$ cat src/rtl/wb_retire_queue_pkg.sv
// Shared definitions for the write-back retire queue: write-enable lane
// constants and the MEM->WB bus layout {gr_we[3:0], dest, result, pc}, MSB first.
// Optional forwarding is enabled with the WB_FWD_EN macro.
package wb_retire_queue_pkg;

  localparam int WE_W = 4;
  localparam logic [WE_W-1:0] WE_FULL = 4'hF;
  localparam logic [WE_W-1:0] WE_NONE = 4'h0;

  // Total MEM->WB bus width.
  function automatic int ws_q_bus_wd(input int aw, input int dw, input int pw);
    return WE_W + aw + dw + pw;
  endfunction

  // Bus field offsets; pc sits at bit 0.
  function automatic int off_result(input int pw);
    return pw;
  endfunction

  function automatic int off_dest(input int dw, input int pw);
    return pw + dw;
  endfunction

  function automatic int off_we(input int aw, input int dw, input int pw);
    return pw + dw + aw;
  endfunction

endpackage

$ cat src/rtl/wb_retire_queue_if.sv
// MEM->WB handshake and register-file write port bundle.
// slave: the retire queue; master: MEM stage plus RF arbiter side.
interface wb_retire_queue_if #(
  parameter int DATA_W = 32,
  parameter int PC_W   = 32,
  parameter int AW     = 5
);
  import wb_retire_queue_pkg::*;

  localparam int BUS_W = ws_q_bus_wd(AW, DATA_W, PC_W);

  logic              ms_to_ws_valid;
  logic [BUS_W-1:0]  ms_to_ws_bus;
  logic              ws_allowin;
  logic [WE_W-1:0]   rf_we;
  logic [AW-1:0]     rf_waddr;
  logic [DATA_W-1:0] rf_wdata;
  logic              rf_ready;

  modport master (
    output ms_to_ws_valid, ms_to_ws_bus, rf_ready,
    input  ws_allowin, rf_we, rf_waddr, rf_wdata
  );

  modport slave (
    input  ms_to_ws_valid, ms_to_ws_bus, rf_ready,
    output ws_allowin, rf_we, rf_waddr, rf_wdata
  );

endinterface

$ cat src/rtl/wb_hazard_match.sv
// One decode query against all queued entries, presented oldest (index 0)
// to youngest. Hit is an OR over every pending write; with WB_FWD_EN the
// youngest match is selected and forwarded only when it writes all lanes.
module wb_hazard_match
  import wb_retire_queue_pkg::*;
#(
`ifdef WB_FWD_EN
  parameter int DATA_W = 32,
`endif
  parameter int AW    = 5,
  parameter int DEPTH = 2
) (
  input  logic [AW-1:0]         raddr,
  input  logic [DEPTH-1:0]      ent_valid,
  input  logic [DEPTH*WE_W-1:0] ent_we,
  input  logic [DEPTH*AW-1:0]   ent_dest,
`ifdef WB_FWD_EN
  input  logic [DEPTH*DATA_W-1:0] ent_res,
  output logic                    fwd_ok,
  output logic [DATA_W-1:0]       fwd_data,
`endif
  output logic                  hit
);

`ifdef WB_FWD_EN
  logic [WE_W-1:0] sel_we;
`endif

  // Scan oldest to youngest so the last match seen is the youngest.
  always_comb begin
    hit = 1'b0;
`ifdef WB_FWD_EN
    sel_we   = WE_NONE;
    fwd_data = '0;
`endif
    for (int k = 0; k < DEPTH; k++) begin
      if (ent_valid[k] && (ent_we[k*WE_W +: WE_W] != WE_NONE) &&
          (ent_dest[k*AW +: AW] == raddr) && (raddr != '0)) begin
        hit = 1'b1;
`ifdef WB_FWD_EN
        sel_we   = ent_we[k*WE_W +: WE_W];
        fwd_data = ent_res[k*DATA_W +: DATA_W];
`endif
      end
    end
`ifdef WB_FWD_EN
    fwd_ok = hit && (sel_we == WE_FULL);
`endif
  end

endmodule

$ cat src/rtl/wb_retire_queue.sv
// Write-back retire queue: DEPTH-entry in-order circular buffer between MEM
// and the RF write port. Absorbs rf_ready back-pressure, answers NQ decode
// hazard queries over every queued entry and drives the trace port from the
// retiring entry. Define WB_FWD_EN to add full-word forwarding outputs.
module wb_retire_queue
  import wb_retire_queue_pkg::*;
#(
  parameter int DATA_W = 32,
  parameter int PC_W   = 32,
  parameter int AW     = 5,
  parameter int DEPTH  = 2,
  parameter int NQ     = 2
) (
  input  logic                 clk,
  input  logic                 resetn,
  wb_retire_queue_if.slave     wb,
  input  logic [NQ*AW-1:0]     id_raddr,
  output logic [NQ-1:0]        id_hit,
`ifdef WB_FWD_EN
  output logic [NQ-1:0]        id_fwd_ok,
  output logic [NQ*DATA_W-1:0] id_fwd_data,
`endif
  output logic                 ws_empty,
  output logic [PC_W-1:0]      debug_wb_pc,
  output logic [WE_W-1:0]      debug_wb_rf_wen,
  output logic [AW-1:0]        debug_wb_rf_wnum,
  output logic [DATA_W-1:0]    debug_wb_rf_wdata
);

  localparam int PTR_W = (DEPTH > 1) ? $clog2(DEPTH) : 1;
  localparam int CNT_W = $clog2(DEPTH + 1);
  localparam logic [CNT_W-1:0] DEPTH_C  = CNT_W'(DEPTH);
  localparam logic [PTR_W-1:0] LAST_PTR = PTR_W'(DEPTH - 1);
  localparam int OFF_RES  = off_result(PC_W);
  localparam int OFF_DEST = off_dest(DATA_W, PC_W);
  localparam int OFF_WE   = off_we(AW, DATA_W, PC_W);

  logic [PTR_W-1:0]  head_q, tail_q;
  logic [CNT_W-1:0]  count_q;
  logic [DEPTH-1:0]  valid_q;
  logic [WE_W-1:0]   we_q   [DEPTH];
  logic [AW-1:0]     dest_q [DEPTH];
  logic [DATA_W-1:0] res_q  [DEPTH];
  logic [PC_W-1:0]   pc_q   [DEPTH];

  logic            head_valid;
  logic [WE_W-1:0] head_we;
  logic            push, pop;

  // Explicit wrap so DEPTH need not be a power of two.
  function automatic logic [PTR_W-1:0] ptr_inc(input logic [PTR_W-1:0] p);
    return (p == LAST_PTR) ? '0 : p + 1'b1;
  endfunction

  assign head_valid = valid_q[head_q];
  assign head_we    = we_q[head_q];

  // Lane-less entries retire without waiting for the shared RF port.
  assign pop           = head_valid && (wb.rf_ready || (head_we == WE_NONE));
  assign wb.ws_allowin = (count_q < DEPTH_C) || pop;
  assign push          = wb.ms_to_ws_valid && wb.ws_allowin;

  assign wb.rf_we    = head_we & {WE_W{head_valid}};
  assign wb.rf_waddr = dest_q[head_q];
  assign wb.rf_wdata = res_q[head_q];
  assign ws_empty    = (count_q == '0);

  assign debug_wb_pc       = pc_q[head_q];
  assign debug_wb_rf_wen   = pop ? wb.rf_we : WE_NONE;
  assign debug_wb_rf_wnum  = dest_q[head_q];
  assign debug_wb_rf_wdata = res_q[head_q];

  // Pointers, occupancy and valid bits; a push into the slot popped the same
  // cycle (full queue) must leave it valid, so the push update comes last.
  always_ff @(posedge clk or negedge resetn) begin
    if (!resetn) begin
      head_q  <= '0;
      tail_q  <= '0;
      count_q <= '0;
      valid_q <= '0;
    end else begin
      if (pop) begin
        valid_q[head_q] <= 1'b0;
        head_q          <= ptr_inc(head_q);
      end
      if (push) begin
        valid_q[tail_q] <= 1'b1;
        tail_q          <= ptr_inc(tail_q);
      end
      case ({push, pop})
        2'b10:   count_q <= count_q + 1'b1;
        2'b01:   count_q <= count_q - 1'b1;
        default: count_q <= count_q;
      endcase
    end
  end

  // Payload capture; validity is tracked separately so no reset is needed.
  always_ff @(posedge clk) begin
    if (push) begin
      we_q[tail_q]   <= wb.ms_to_ws_bus[OFF_WE +: WE_W];
      dest_q[tail_q] <= wb.ms_to_ws_bus[OFF_DEST +: AW];
      res_q[tail_q]  <= wb.ms_to_ws_bus[OFF_RES +: DATA_W];
      pc_q[tail_q]   <= wb.ms_to_ws_bus[PC_W-1:0];
    end
  end

  logic [DEPTH-1:0]        age_valid;
  logic [DEPTH*WE_W-1:0]   age_we;
  logic [DEPTH*AW-1:0]     age_dest;
`ifdef WB_FWD_EN
  logic [DEPTH*DATA_W-1:0] age_res;
`endif

  // Rotate storage into age order (head first) for the hazard scan.
  always_comb begin
    age_valid = '0;
    age_we    = '0;
    age_dest  = '0;
`ifdef WB_FWD_EN
    age_res   = '0;
`endif
    for (int k = 0; k < DEPTH; k++) begin
      int idx;
      idx = int'(head_q) + k;
      if (idx >= DEPTH) idx = idx - DEPTH;
      age_valid[k]              = valid_q[PTR_W'(idx)];
      age_we[k*WE_W +: WE_W]    = we_q[PTR_W'(idx)];
      age_dest[k*AW +: AW]      = dest_q[PTR_W'(idx)];
`ifdef WB_FWD_EN
      age_res[k*DATA_W +: DATA_W] = res_q[PTR_W'(idx)];
`endif
    end
  end

  for (genvar q = 0; q < NQ; q++) begin : g_query
    wb_hazard_match #(
`ifdef WB_FWD_EN
      .DATA_W   (DATA_W),
`endif
      .AW       (AW),
      .DEPTH    (DEPTH)
    ) u_match (
      .raddr    (id_raddr[q*AW +: AW]),
      .ent_valid(age_valid),
      .ent_we   (age_we),
      .ent_dest (age_dest),
`ifdef WB_FWD_EN
      .ent_res  (age_res),
      .fwd_ok   (id_fwd_ok[q]),
      .fwd_data (id_fwd_data[q*DATA_W +: DATA_W]),
`endif
      .hit      (id_hit[q])
    );
  end

endmodule

$ cat src/flat_wrapper.sv
// flat-port wrapper written by rule: the top's interface ports become plain ports
module wb_retire_queue_flat import wb_retire_queue_pkg::*;
#(
  parameter int DATA_W = 32,
  parameter int PC_W   = 32,
  parameter int AW     = 5,
  parameter int DEPTH  = 2,
  parameter int NQ     = 2
)
  (clk, resetn, id_raddr, id_hit, ws_empty, debug_wb_pc, debug_wb_rf_wen, debug_wb_rf_wnum, debug_wb_rf_wdata, wb_ms_to_ws_valid, wb_ms_to_ws_bus, wb_rf_ready, wb_ws_allowin, wb_rf_we, wb_rf_waddr, wb_rf_wdata);
  wb_retire_queue_if #(.DATA_W(DATA_W), .PC_W(PC_W), .AW(AW)) wb_i ();
  input  logic clk;
  input  logic resetn;
  input  logic [NQ*AW-1:0] id_raddr;
  output logic [NQ-1:0] id_hit;
  output logic ws_empty;
  output logic [PC_W-1:0] debug_wb_pc;
  output logic [WE_W-1:0] debug_wb_rf_wen;
  output logic [AW-1:0] debug_wb_rf_wnum;
  output logic [DATA_W-1:0] debug_wb_rf_wdata;
  input wire logic [$bits(wb_i.ms_to_ws_valid)-1:0] wb_ms_to_ws_valid;
  input wire logic [$bits(wb_i.ms_to_ws_bus)-1:0] wb_ms_to_ws_bus;
  input wire logic [$bits(wb_i.rf_ready)-1:0] wb_rf_ready;
  output wire logic [$bits(wb_i.ws_allowin)-1:0] wb_ws_allowin;
  output wire logic [$bits(wb_i.rf_we)-1:0] wb_rf_we;
  output wire logic [$bits(wb_i.rf_waddr)-1:0] wb_rf_waddr;
  output wire logic [$bits(wb_i.rf_wdata)-1:0] wb_rf_wdata;
  assign wb_i.ms_to_ws_valid = wb_ms_to_ws_valid;
  assign wb_i.ms_to_ws_bus = wb_ms_to_ws_bus;
  assign wb_i.rf_ready = wb_rf_ready;
  assign wb_ws_allowin = wb_i.ws_allowin;
  assign wb_rf_we = wb_i.rf_we;
  assign wb_rf_waddr = wb_i.rf_waddr;
  assign wb_rf_wdata = wb_i.rf_wdata;
  wb_retire_queue #(.DATA_W(DATA_W), .PC_W(PC_W), .AW(AW), .DEPTH(DEPTH), .NQ(NQ)) u_core (.clk(clk), .resetn(resetn), .wb(wb_i), .id_raddr(id_raddr), .id_hit(id_hit), .ws_empty(ws_empty), .debug_wb_pc(debug_wb_pc), .debug_wb_rf_wen(debug_wb_rf_wen), .debug_wb_rf_wnum(debug_wb_rf_wnum), .debug_wb_rf_wdata(debug_wb_rf_wdata));
endmodule
$ cat config.mk
export PLATFORM = sky130hd
export DESIGN_NAME = wb_retire_queue_flat
export DESIGN_NICKNAME = d
export VERILOG_FILES = /design/src/rtl/wb_retire_queue_pkg.sv /design/src/rtl/wb_retire_queue_if.sv /design/src/rtl/wb_hazard_match.sv /design/src/rtl/wb_retire_queue.sv /design/src/flat_wrapper.sv
export SDC_FILE = /design/constraint.sdc
export NUM_CORES = 1
export LEC_CHECK = 0
export ABC_AREA = 1
export BUFFER_PORTS_ARGS = -buffer_cell sky130_fd_sc_hd__buf_4
export CAP_MARGIN = 20
export CORE_AREA = 2 2 213 131
export CTS_BUF_LIST = sky130_fd_sc_hd__clkbuf_4
export DETAILED_ROUTE_END_ITERATION = 10
export DIE_AREA = 0 0 215 133
export GPL_ROUTABILITY_DRIVEN = 0
export GPL_TIMING_DRIVEN = 0
export HOLD_SLACK_MARGIN = 0.08
export PLACE_DENSITY = 0.54
export SYNTH_ARGS = -nofsm -noshare
export SYNTH_HDL_FRONTEND = slang
export SYNTH_HIERARCHICAL = 1
export SYNTH_SLANG_ARGS = --single-unit
$ cat constraint.sdc
create_clock -name clk -period 7.66 [get_ports clk]
set_input_delay 1.532 -clock clk [delete_from_list [all_inputs] [get_ports clk]]
set_output_delay 1.532 -clock clk [all_outputs]
set_load 0.01 [all_outputs]
==> results of run 1 <==
-- stage by stage --
stage | utilization | instances | hold slack [ns]
finish | 0.3286 | 1212 | 0.5293
global route | 0.3286 | 1212 | 0.5546
CTS | 0.3286 | 1212 | 0.5359
detailed placement | 0.3202 | 1182 | 0.4920
global placement | 0.3179 | 1180 | 0.4912
floorplan | - | 609 | 0.4549
-- cells by family (layout without fill, tap and decap cells) --
| kind of cell | after synthesis | after routing | synth area share |
|---|---|---|---|
| AO/OA/AOI/OAI | 19 | 19 | 0.01561 |
| AND/OR/NAND/NOR | 324 | 324 | 0.1953 |
| buffers and inverters | 104 | 340 | 0.08528 |
| XOR/XNOR | 9 | 9 | 0.01199 |
| adder cells (fa/ha/maj) | 1 | 1 | 0.001903 |
| flip-flops | 152 | 152 | 0.6899 |
-- cells in the final DEF (no fill, tap or decap), types with 4 or more instances in the layout --
cell      instances
clkbuf_4         19
nor2_1           21
buf_4           247
dfrtp_1           6
clkbuf_1         15
inv_1            37
edfxtp_1        146
nand3_1          11
nand2_1         277
o21ai_0          11
a21oi_1           4
nand2_2           4
clkinv_1          4
inv_2             5
xnor2_1           6
-- state kept, by name, summed over array words and instances, names as in the netlist --
name            flops
u_core/res_q       64
u_core/dest_q      10
u_core/head_q       1
u_core/count_q      2
u_core/we_q         8
u_core/pc_q        64
u_core/tail_q       1
u_core/valid_q      2
-- path summary, 6_finish.rpt --
| kind | from | end | slack (ns) | depth (start not counted) |
|---|---|---|---|---|
| worst min-delay path | u_core/valid_q[1]$_DFF_PN0_ | u_core/valid_q[1]$_DFF_PN0_ | 0.53 | 2 |
| worst max register to register | u_core/head_q$_DFFE_PN0P_ | u_core/res_q[1][29]$_DFFE_PP_ | 5.14 | 11 |
| min in group asynchronous | resetn | u_core/count_q[0]$_DFFE_PN0P_ | 0.74 | 1 |
| worst min register to register | u_core/valid_q[1]$_DFF_PN0_ | u_core/valid_q[1]$_DFF_PN0_ | 0.53 | 2 |
| max in group asynchronous | resetn | u_core/count_q[1]$_DFFE_PN0P_ | 6.81 | 1 |
| worst max-delay path | u_core/head_q$_DFFE_PN0P_ | id_hit[1] | 3.10 | 10 |
-- where the power goes --
part	leakage [nW]	internal [mW]	switching [mW]
clock	0.128	0.159	0.276
sequential	1.42	1.13	0.0562
combinational	2.46	0.769	0.963
total	4.00	2.06	1.30
-- synthesized netlist by cell type --
cell type	n	area share
and2_1	2	0.0019
a21oi_1	4	0.0030
nand2_2	4	0.0038
buf_2	1	0.00076
ha_1	1	0.0019
o21ai_0	11	0.0084
buf_6	1	0.0017
xor2_1	3	0.0040
nor2_2	3	0.0029
o21ai_1	2	0.0015
nor2_1	21	0.012
inv_2	5	0.0029
nand2_4	3	0.0051
buf_4	43	0.049
nand3_2	1	0.0015
a21oi_2	2	0.0027
nand3_1	11	0.0084
nand2_1	277	0.16
inv_1	39	0.022
edfxtp_1	146	0.67
clkbuf_1	15	0.0086
xnor2_1	6	0.0080
nor3_1	2	0.0015
dfrtp_1	6	0.023
-- critical path, stage by stage (launching register included) --
cell	delay [ns]
dfrtp_1	0.46
buf_4	0.21
clkbuf_1	0.27
o21ai_0	0.80
inv_1	0.09
nand2_1	0.10
nand3_1	0.08
nor2_1	0.18
nand3_1	0.09
nand2_1	0.08
buf_4	0.11
-- layer usage --
metal  vias up  wire length [µm]  track usage
met2       145              7043       0.1659
met3        12              1302      0.04966
li1       2375                 -            -
met4         0               147      0.03333
met1      2136              8268       0.1645
met5         -                 0            0
-- cell type report --
cell class / instances / area (µm²) / area share
clock inverters: 11 / 85.08 / 0.009613
repair buffers: 206 / 1587 / 0.1792
multi-input cells: 353 / 1478 / 0.1669
flip-flops and latches: 152 / 4534 / 0.5123
inverters: 44 / 170.2 / 0.01923
clock buffers: 19 / 142.6 / 0.01612
plain buffers: 60 / 395.4 / 0.04467
well taps: 367 / 459.2 / 0.05188
==> results list, run 1 <==
- At the later pin of the worst-skew pair, clock insertion delay measures 0.58 ns.
* Placed cell areas: 8623 µm²
- Largest net degree at the start of global routing: between 40 and 50
- Dividing the detail-routed via count by the number of cells gives between 3 and 4.
- The initial antenna violation count is 0.
* Kind of end point of the critical path: primary output
* First-pass detailed-route iteration total: 4
* Finished layout cell area: 8851 µm²
- The Yosys step of the flow raised 6 warnings.
- Number of input and output port buffers inserted: 204
* Area delta synth->final: 34.67%
* DRC: 0
- WP data arrival: about 3.0 ns
* Number of gates resized after cts: 0
- CP Data Required Time: 6.13 ns
- Hold Violations, Final: 0
* Final max-slew violation count: 0
* Maximum vdd ir drop: 0.1732 mV
- Count of cell types in the netlist: 24
- Antenna cells: 0
- Across every metal layer, demand over resource in global routing totals 0.1178.
- Worst-case clock buffer depth: 2
- At the pin with the least slew margin, the transition time is around 0.90 ns.
- The wire-length estimate of the detail-placed layout is 12330 µm.
* Syn Area/Cell: around 11 µm²
- The initialized floorplan defines 47 standard-cell rows.
- Vias in the first global route: 4199
* Leak Pwr: 4.004 nW
- CTS built an H-tree with a depth of 4.
- For the final database, setup skew stands at 0.01939 ns.
* Core region area: 26930 µm²
* Vertical extent of the die: 133 µm
- Maximum frequency from static timing analysis: 219.2 MHz
* Pwr dens: approximately 380 nW/µm²
- In the finished design, the share of the clock period the worst path needs comes to 0.5956.
- TritonCTS clock tree: built
* Top-level I/O count: roughly 210
* Worst slew margin relative to its limit: 0.3917
* Type of the worst setup path: flop to primary output
- Final min period: 4.562 ns
- Filler cell count: approximately 2.8k
- The first global-routing pass estimated 24670 µm of wire.
- Detailed routing inserted a total of 4668 vias.
* Remaining global-route overflow: 0
- The flow ran to the end, and the final reports show no timing, DRC or antenna violations.
* Post-CTS Setup Bufs: 0
- Synthesized cell area: 6573 µm²
- Final wirelength: 16760 µm
- In the final layout, the share of cells above drive strength 1 is 0.3515.
* Number of failing setup endpoints in the final timing report: 0
* Setup repair after global routing missed its margin: no
* Category of the worst setup path launch point: flop
- Number of hold-repair buffers added at the cts stage: 0
* Largest fanout on the critical path: 10
- Root Buffer Master: clkbuf_4
- Counting flops and latches in the post-synthesis netlist gives between 150 and 200.
- The share of the Yosys chip area taken by registers is 0.6899.
- Timing analysis after detailed placement gives a worst setup slack of 3.665 ns.
- The number of nets in the synthesized netlist is 697.
* Number of clock buffers inserted by TritonCTS: 17
* Violation count after the first detailed-routing iteration: between 200 and 300
- The net count of the finished layout is 922.
* Die Area: 28600 µm²
- Synthesis produced a netlist whose cell count is 609.
* Min-delay worst type: flop to flop
- After detailed routing, the average wire length per cell comes to between 10 and 15 µm.
- Overall Power: 3.354 mW
- Fin Setup TNS: 0 ns
* Chip Width: 215 µm
* Final ANT Viol Nets: 0
- Total clock sinks: about 150
- The initial utilization of the core area, before any placement, comes to 0.2440.
- Once routing completed, OpenROAD measured the worst setup slack at slightly above 3 ns.
- Count of max-cap constraint violations: 0
* Clock transition time at the flip-flop clock pins of the worst setup and hold paths: about 0.11 ns
Note: power is estimated with default switching activity, not from simulation.
==> run 2: changes to the inputs <==
==> constraint.sdc (replaced) <==
create_clock -name clk -period 4.25 [get_ports clk]
set_input_delay 0.85 -clock clk [delete_from_list [all_inputs] [get_ports clk]]
set_output_delay 0.85 -clock clk [all_outputs]
set_load 0.01 [all_outputs]
==> results list, run 2 (same netlist as run 1, synthesis figures left out) <==
* Routed vias: 4659 (-0.19%)
- Root Buffer Master: clkbuf_4
- Setup slack of the most critical reg-to-reg path: 1.74 ns (-3.40 ns)
* First-pass detailed-route iteration total: 4 (unchanged)
- Worst slew margin relative to its limit: 0.4384 (+0.04669)
- The global-route wire length before repair was 24670 µm (unchanged).
* Routed length per instance: 13.80 µm (-0.21%)
- The total power draw was 6.043 mW (+80%).
- The vias per cell is 3.841 (-0.28%).
* WP data arrival: 2.97 ns (-0.06 ns)
* Hold Path Origin: wb_ms_to_ws_bus[44]
- STA classifies the critical path endpoint as a primary output.
* Clock latency on the worst-skew pair: 0.58 ns (about the same)
- Maximum frequency from static timing analysis: 261.9 MHz
- Most common library cell in the layout ignoring fill and taps: nand2_1
- TritonCTS clock tree: built
- The clock-pin slew of the registers on the worst-case setup and hold paths is 0.13 ns (+0.02 ns).
- Type of the worst setup path: flop to primary output
- Layout cell share with drive strength beyond 1: 0.3511 (-0.0004155)
- DRC: 0 (unchanged)
- Slowest cell on the critical path: o21ai_0
* Fin Setup TNS: 0 ns (unchanged)
- The count of pins on the block boundary came to 205 (unchanged).
* CP Data Required Time: 3.40 ns (-2.73 ns)
- Die Area: 28600 µm² (unchanged)
- Final min period: about 3.8 ns
* Worst setup startpoint: u_core/head_q$_DFFE_PN0P_
* Worst-case clock buffer depth: 2 (unchanged)
* Worst setup slack before clock tree synthesis: 0.9372 ns (-2.728 ns)
* Core region area: 26930 µm² (unchanged)
- The total power per unit cell area was 682.0 nW/µm² (+80%).
* Chip Width: 215 µm (unchanged)
- The largest fanout of any net on the critical path is 10 (unchanged).
* Period Utilization, post-route: 0.8983
- The detailed-route wire length was 16740 µm (-0.13%).
- Filler cell count: 2758 (-0.036%)
* Detail Placement HPWL: 12330 µm (unchanged)
* Hold Violations, Final: 0 (unchanged)
- The hold path depth is 1 (-1).
- The total of endpoints with negative setup slack in the final report came to 0 (unchanged).
- The flip-flop and latch area is 4534 µm² (unchanged).
* Violation count after the first detailed-routing iteration: 256 (-10%)
- The final standard cell count with taps included and fillers excluded was 1213 (+0.083%).
- Total clock sinks: 152 (unchanged)
* Min-delay worst type: primary input to flop
* Crit Reg-Reg Startpoint: u_core/head_q$_DFFE_PN0P_
- The final design area excluding fillers is 8861 µm² (+0.11%).
- Effective utilization at floorplan: 0.2440 (unchanged)
- Post-CTS Setup Bufs: 0 (unchanged)
- Hold WS: 0.4411 ns (-0.08820 ns)
- Maximum vdd ir drop: 0.3121 mV (+80%)
* Antenna cells: 0 (unchanged)
- Result of the run: complete, no violations
* Vias in the first global route: 4199 (unchanged)
* Final ANT Viol Nets: 0 (unchanged)
- Core Util, Final: 0.3290 (+0.0003710)
* Endpoint of the most critical register-to-register path: u_core/pc_q[1][16]$_DFFE_PP_
- Stage delay of the slowest cell on the critical path: 0.75 ns (-0.05 ns)
- Placed cell areas: 8623 µm² (unchanged)
- Row count: 47 (unchanged)
- The library cells used most frequently in the layout, excluding fill and tap cells, are nand2_1 (277), buf_4 (247), edfxtp_1 (146), inv_1 (37), nor2_1 (21).
* Largest net degree at the start of global routing: 44 (unchanged)
* Count of max-cap constraint violations: 0 (unchanged)
* Transition at the pin with the smallest max-transition slack: 0.8336 ns (-0.06930 ns)
- Leak Pwr: 4.008 nW (+0.10%)
- The final worst setup slack is 0.4321 ns (-2.666 ns).
- The total global routing track utilization came to 0.1178 (unchanged).
- Number of clock buffers inserted by TritonCTS: 17 (unchanged)
- Area delta synth->final: 34.82%
* Setup Skew: 0.01802 ns (-0.001368 ns)
* Largest registers in the final layout: u_core/pc_q x64, u_core/res_q x64, u_core/dest_q x10
* Final max-slew violation count: 0 (unchanged)
* Footprint of the multi-input gates: 1478 µm² (unchanged)
- Antenna violations before repair: 0 (unchanged)
- Remaining global-route overflow: 0 (unchanged)
- The maximum level of the CTS H-tree is 4 (unchanged).
* Final-stage net count: 923 (+0.11%)
* Reg2Reg Depth: 11 (unchanged)
- Inst Count DP: 1182 (unchanged)
- List of cells traversed by the critical path: buf_4 > clkbuf_1 > o21ai_0 > xnor2_1 > nand2_1 > nor2_1 > nand3_1 > nand2_1 > buf_4
- Hold path endpoint: u_core/res_q[0][12]$_DFFE_PP_
- Number of input and output port buffers inserted: 204 (unchanged)
* Category of the worst setup path launch point: flop
- The height of the die was 133 µm (unchanged).
- Setup repair after global routing missed its margin: no
## run 2: cell count changes in the layout (fill, tap and decap cells not counted)
cell,change
dlygate4sd3_1,+1
o21ai_0,-1
o21ai_1,+1
## run 2: cell type report
cell class              instances  share of cell area
repair buffers                207              0.1802
well taps                     367             0.05182
clock inverters                11            0.009602
multi-input cells             353              0.1668
inverters                      44             0.01920
flip-flops and latches        152              0.5117
plain buffers                  60             0.04462
clock buffers                  19             0.01610
## run 2: worst max-delay path by stage
stage          slack [ns]                             to
2_1_floorplan        1.13  u_core/dest_q[1][0]$_DFFE_PP_
4_1_cts              0.21                      id_hit[1]
6_report             0.43                      id_hit[1]
3_3_place_gp        -0.05   u_core/pc_q[0][16]$_DFFE_PP_
3_5_place_dp         0.94                      id_hit[1]
5_1_grt              0.07                      id_hit[0]
## run 2: repair_timing
action                                 in CTS  in global routing
setup endpoints to repair                   0                  1
endpoints found under the hold margin       6                  0
gates resized for setup                     0                  1
hold buffers                                1                  0
## run 2: worst max-delay path, delay by kind of cell (launching register included)
kind | cells | cell delay (ns)
DFF | 1 | 0.46
and+or+nand+nor | 4 | 0.40
AOI/OAI and AO/OA | 1 | 0.75
buffers and inverters | 3 | 0.59
xor gates and xnor gates | 1 | 0.20
## run 2: layer usage
metal  global-route usage  part of all wire  vias to the layer above
li1                     -                 -                     2375
met1               0.1645              0.49                     2127
met2               0.1659              0.42                      147
met3              0.04966             0.078                       10
met4              0.03333            0.0082                        0
met5                    0                 0                        -
## run 2: report_power, final
group	switching [mW]	leakage (nW)	internal, mW
logic	1.73	2.46	1.39
clock network	0.499	0.128	0.286
registers	0.101	1.42	2.04
total	2.33	4.01	3.71
